--- src/rtl/cover_pkg.sv ---
// Shared constants and helpers for the toggle cover collectors.
// Global sizing, index type, popcount and width helpers.
package cover_pkg;

  localparam int COVER_TOTAL = 8065;
  localparam int IDX_W       = 32;
  localparam int MAX_W       = 1024;

  typedef logic [IDX_W-1:0] cover_idx_t;

  function automatic int clog2_min1(input int n);
    return (n > 1) ? $clog2(n) : 1;
  endfunction

  function automatic logic [10:0] popcount(
    input logic [MAX_W-1:0] v
  );
    logic [10:0] c;
    c = '0;
    for (int i = 0; i < MAX_W; i++) begin
      c = c + {10'd0, v[i]};
    end
    return c;
  endfunction

endpackage

--- src/rtl/cover_prio_enc.sv ---
// Lowest-set-bit encoder.
// Gives any-set flag, bit position and one-hot mask.
module cover_prio_enc
  import cover_pkg::*;
#(
  parameter int WIDTH = 9,
  localparam int POS_W = clog2_min1(WIDTH)
) (
  input  logic [WIDTH-1:0] in_bits,
  output logic             any,
  output logic [POS_W-1:0] pos,
  output logic [WIDTH-1:0] onehot
);

  always_comb begin
    any    = |in_bits;
    onehot = in_bits & (~in_bits + WIDTH'(1));
    pos    = '0;
    for (int i = WIDTH - 1; i >= 0; i--) begin
      if (in_bits[i]) pos = POS_W'(i);
    end
  end

endmodule

--- src/rtl/gen_toggle_cover_collector.sv ---
// Sticky toggle cover collector: dedups first hits and
// streams their global indices lowest-first on valid/ready.
module gen_toggle_cover_collector
  import cover_pkg::*;
#(
  parameter int WIDTH       = 9,
  parameter int COVER_INDEX = 0,
  parameter int COVER_TOTAL = cover_pkg::COVER_TOTAL,
  parameter int IDX_W       = 32,
  localparam int CNT_W      = $clog2(WIDTH + 1),
  localparam int POS_W      = clog2_min1(WIDTH)
) (
  input  logic             clock,
  input  logic             reset,
  input  logic [WIDTH-1:0] valid,
  input  logic             enable,
  input  logic             clear,
  output logic             out_valid,
  input  logic             out_ready,
  output logic [IDX_W-1:0] out_index,
  output logic [CNT_W-1:0] hit_count,
  output logic             all_covered
);

  if (COVER_INDEX + WIDTH > COVER_TOTAL) begin : g_range_chk
    $error("cover group exceeds COVER_TOTAL");
  end

  logic [WIDTH-1:0] hit_q, hit_d;
  logic [WIDTH-1:0] pend_q, pend_d;
  logic [CNT_W-1:0] cnt_q, cnt_d;
  logic [WIDTH-1:0] new_w;
  logic [WIDTH-1:0] acc_mask;
  logic [WIDTH-1:0] low_oh;
  logic [POS_W-1:0] low_pos;
  logic             any_pend;

  cover_prio_enc #(.WIDTH(WIDTH)) u_prio (
    .in_bits (pend_q),
    .any     (any_pend),
    .pos     (low_pos),
    .onehot  (low_oh)
  );

  always_comb begin
    new_w    = valid & ~hit_q & {WIDTH{enable}};
    acc_mask = (any_pend && out_ready) ? low_oh : '0;
    hit_d    = hit_q | new_w;
    pend_d   = (pend_q | new_w) & ~acc_mask;
    cnt_d    = cnt_q + CNT_W'(popcount(MAX_W'(new_w)));
    if (reset || clear) begin
      hit_d  = '0;
      pend_d = '0;
      cnt_d  = '0;
    end
  end

  always_ff @(posedge clock) begin
    hit_q  <= hit_d;
    pend_q <= pend_d;
    cnt_q  <= cnt_d;
  end

  assign out_valid   = any_pend;
  assign out_index   = IDX_W'(COVER_INDEX) + IDX_W'(low_pos);
  assign hit_count   = cnt_q;
  assign all_covered = (cnt_q == CNT_W'(WIDTH));

endmodule
--- config.mk ---
export PLATFORM = sky130hd
export DESIGN_NAME = gen_toggle_cover_collector
export DESIGN_NICKNAME = d
export VERILOG_FILES = /design/src/rtl/cover_pkg.sv /design/src/rtl/cover_prio_enc.sv /design/src/rtl/gen_toggle_cover_collector.sv
export SDC_FILE = /design/constraint.sdc
export NUM_CORES = 1
export LEC_CHECK = 0
export CAP_MARGIN = 30
export CORE_MARGIN = 2
export CORE_UTILIZATION = 24
export DETAILED_ROUTE_END_ITERATION = 8
export PLACE_DENSITY = 0.47
export SYNTH_ARGS = -nofsm -noshare
export SYNTH_HDL_FRONTEND = slang
export SYNTH_SLANG_ARGS = --single-unit
--- constraint.sdc ---
create_clock -name clock -period 3.85 [get_ports clock]
set_input_delay 0.77 -clock clock [delete_from_list [all_inputs] [get_ports clock]]
set_output_delay 0.77 -clock clock [all_outputs]
set_load 0.02 [all_outputs]
==> metrics.cfg <==
[grt]
antenna_found_initial=0
grt_pass1_vias=911
grt_max_degree=17
track_usage=0.0907
grt_overflow=0
grt_pass1_wl_um=4360

[clock_tree]
tritoncts=yes
root_buffer=clkbuf_8
cts.hold.buffers_added=0
cts_made_buffers=3
clock_sinks=22
cts_setup_buffers=0
cts.htree.levels=1
clk_pin_slew_ns=0.08
clockBufferDepth=2
clkLatencyLatePin_ns=0.27

[sta]
finalSetupViolations=0
max_slew_margin=0.600
worst_pin_slew_ns=0.595
period_needed_ns=3.66
finalMaxSlewViolations=0
fin_skew_ns=0.00434
clock.fmax_mhz=273
grt_setup_unrepaired=no
setup_slack_ns=0.191
period_share=0.950
hold_viol=0

[power]
p_leak_nw=0.718
peakVddDrop_uv=161
power_density_mw_per_mm2=393

[cells_and_area]
drive_gt1_frac=0.0765
final_area_mm2=0.00165
syn2layout_area_growth_pct=20.8
nNetsFinal=209
final_common_cell=conb_1
fin_cells=255
fill_cells=603
layout_common_cells=28 x conb_1, 22 x dfxtp_1, 22 x clkdlybuf4s50_1
diodes=0
final_util=0.300

[yosys]
avgSynthCellArea_um2=8.77
synth_adder_area_share=0.134
yosysUniqueCellTypes=33
synth_seq_cells=22
synthXorXnorAreaFrac=0.0128
yosys_warnings=0
syn_area_mm2=0.00137
synth-seq-area-share=0.322
synth_cells=156
synth_simple_gate_area_frac=0.193
synth_mux_area_frac=0.00732
synth_top_family_by_area=buffers and inverters
synth_compound_area_frac=0.124

[placement]
routabilityCongestion=0.764
place_hpwl_um=2130
dpl_cell_area_mm2=0.00160
portBuffers=23
post-place-ws_ns=-0.299
dp_cells=251

[route]
avgViaCountPerCell=3.92
firstDrtPassIters=4
drtIter0Drc=29
drt_wl_total_um=2620
ant_nets=0
wl_per_cell_um=10.3
drc=0
num_vias=999

[floorplan]
initial_core_util=0.248
die_h_um=79.5
dieArea_mm2=0.00632
placementRows=27
core-area_mm2=0.00551
pin_count=52
die_x_um=79.5

[setup_path]
worstSetupStartpointType=input port
r2r_start=hit_q[2]$_SDFF_PP0_
crit_slowest_cell=fa_1
crit_arrival_ns=3.81
r2r_cells=10
crit_top_cell=fa_1
reg2reg_slack_ns=0.78
cp.required_ns=4.00
path_max_fanout=2
end_kind=flip-flop
crit_type=in2reg
crit_path_cell_trace=clkdlybuf4s50_1 > and3b_1 > fa_1 > inv_1 > fa_1 > fa_1 > inv_1 > ha_1 > fa_1 > xnor2_1 > nor2_1
slowest_delay_ns=0.54
r2r-end=hit_count[2]$_SDFF_PP0_

[hold_path]
hold_start=hit_q[7]$_SDFF_PP0_
hold_depth=2
holdPathEnd=hit_q[7]$_SDFF_PP0_
hp-class=reg2reg

[status]
status=complete, no violations

[flow_run]
cap_viol_max_count=0

-- per-layer routing --
metal / wire (µm) / global-route usage / up-vias
met1: 1290 / 0.123 / 446
li1: - / - / 517
met5: 0 / 0 / -
met3: 154 / 0.0170 / 4
met4: 54 / 0.0517 / 0
met2: 1120 / 0.134 / 32
-- final cells by class --
type	count	area (µm²)	share of cell area
multi-input cells	116	751	0.455
flip-flops and latches	22	440	0.267
repair buffers	28	267	0.161
well taps	72	90.1	0.0545
clock buffers	4	55.1	0.0333
inverters	13	48.8	0.0295
-- worst max-delay path, delay by kind of cell --
kind                     cells  cell delay (ns)
adder cells (fa/ha/maj)      5             2.13
buffers and inverters        3             0.51
AND/OR/NAND/NOR              2             0.26
XOR/XNOR                     1             0.14
-- worst max path at each step --
| stage | from | endpoint | slack (ns) |
|---|---|---|---|
| 2_1_floorplan | enable | hit_count[2]$_SDFF_PP0_ | 0.28 |
| 4_1_cts | valid[0] | hit_count[2]$_SDFF_PP0_ | 0.16 |
| 3_5_place_dp | enable | hit_count[2]$_SDFF_PP0_ | -0.30 |
| 5_1_grt | valid[0] | hit_count[2]$_SDFF_PP0_ | 0.03 |
| 6_report | valid[2] | hit_count[2]$_SDFF_PP0_ | 0.19 |
| 3_3_place_gp | enable | hit_count[2]$_SDFF_PP0_ | -0.24 |
-- cells in the mapped netlist, drive strengths merged --
cell type,number,area share
a211oi,1,0.0055
or2,1,0.0046
and2,2,0.0091
a21oi,13,0.048
inv,13,0.036
nand3,2,0.0073
o311a,1,0.0073
xnor2,1,0.0064
mux2i,1,0.0073
conb,1,0.0027
a21o,3,0.016
o21ai,6,0.022
clkbuf,1,0.0027
and3b,5,0.032
nor2b,2,0.0091
or3b,1,0.0082
nor2,17,0.047
a221oi,1,0.0064
or2b,1,0.0055
nor4,2,0.0091
nand3b,5,0.027
fa,6,0.088
nor3,2,0.016
and3,1,0.0046
xor2,1,0.0064
dfxtp,22,0.32
buf,31,0.17
ha,5,0.046
nand2,3,0.0082
or3,1,0.0055
a31oi,4,0.018
-- metrics by stage --
step	hold WS [ns]	total power, mW	TNS, ns
2_1_floorplan	0.428	0.437	0
3_3_place_gp	0.440	0.489	-0.492
6_report	0.463	0.649	0
3_5_place_dp	0.447	0.490	-0.606
4_1_cts	0.469	0.663	0
5_1_grt	0.483	0.699	0
-- registers in the layout, indices dropped and copies added (netlist names) --
register,cells
pend_q,9
hit_count,4
hit_q,9
-- what timing repair did --
action / 4_1_cts / 5_1_grt
pin swaps: 0 / 0
resized for setup: 1 / 1
setup endpoints to repair: 1 / 1
-- kinds of logic after synthesis --
group / count (synthesis)
AOI/OAI and AO/OA: 29
xor gates and xnor gates: 2
adders and majority gates: 11
buffers and inverters: 45
DFF: 22
muxes: 1
other: 1
and+or+nand+nor: 45
-- power by group --
group | switching [mW] | leakage [nW] | internal (mW)
sequential | 0.0155 | 0.179 | 0.243
combinational | 0.124 | 0.510 | 0.0962
clock | 0.0783 | 0.0288 | 0.0913
total | 0.218 | 0.718 | 0.430
Power figures use the tool's default switching activity.
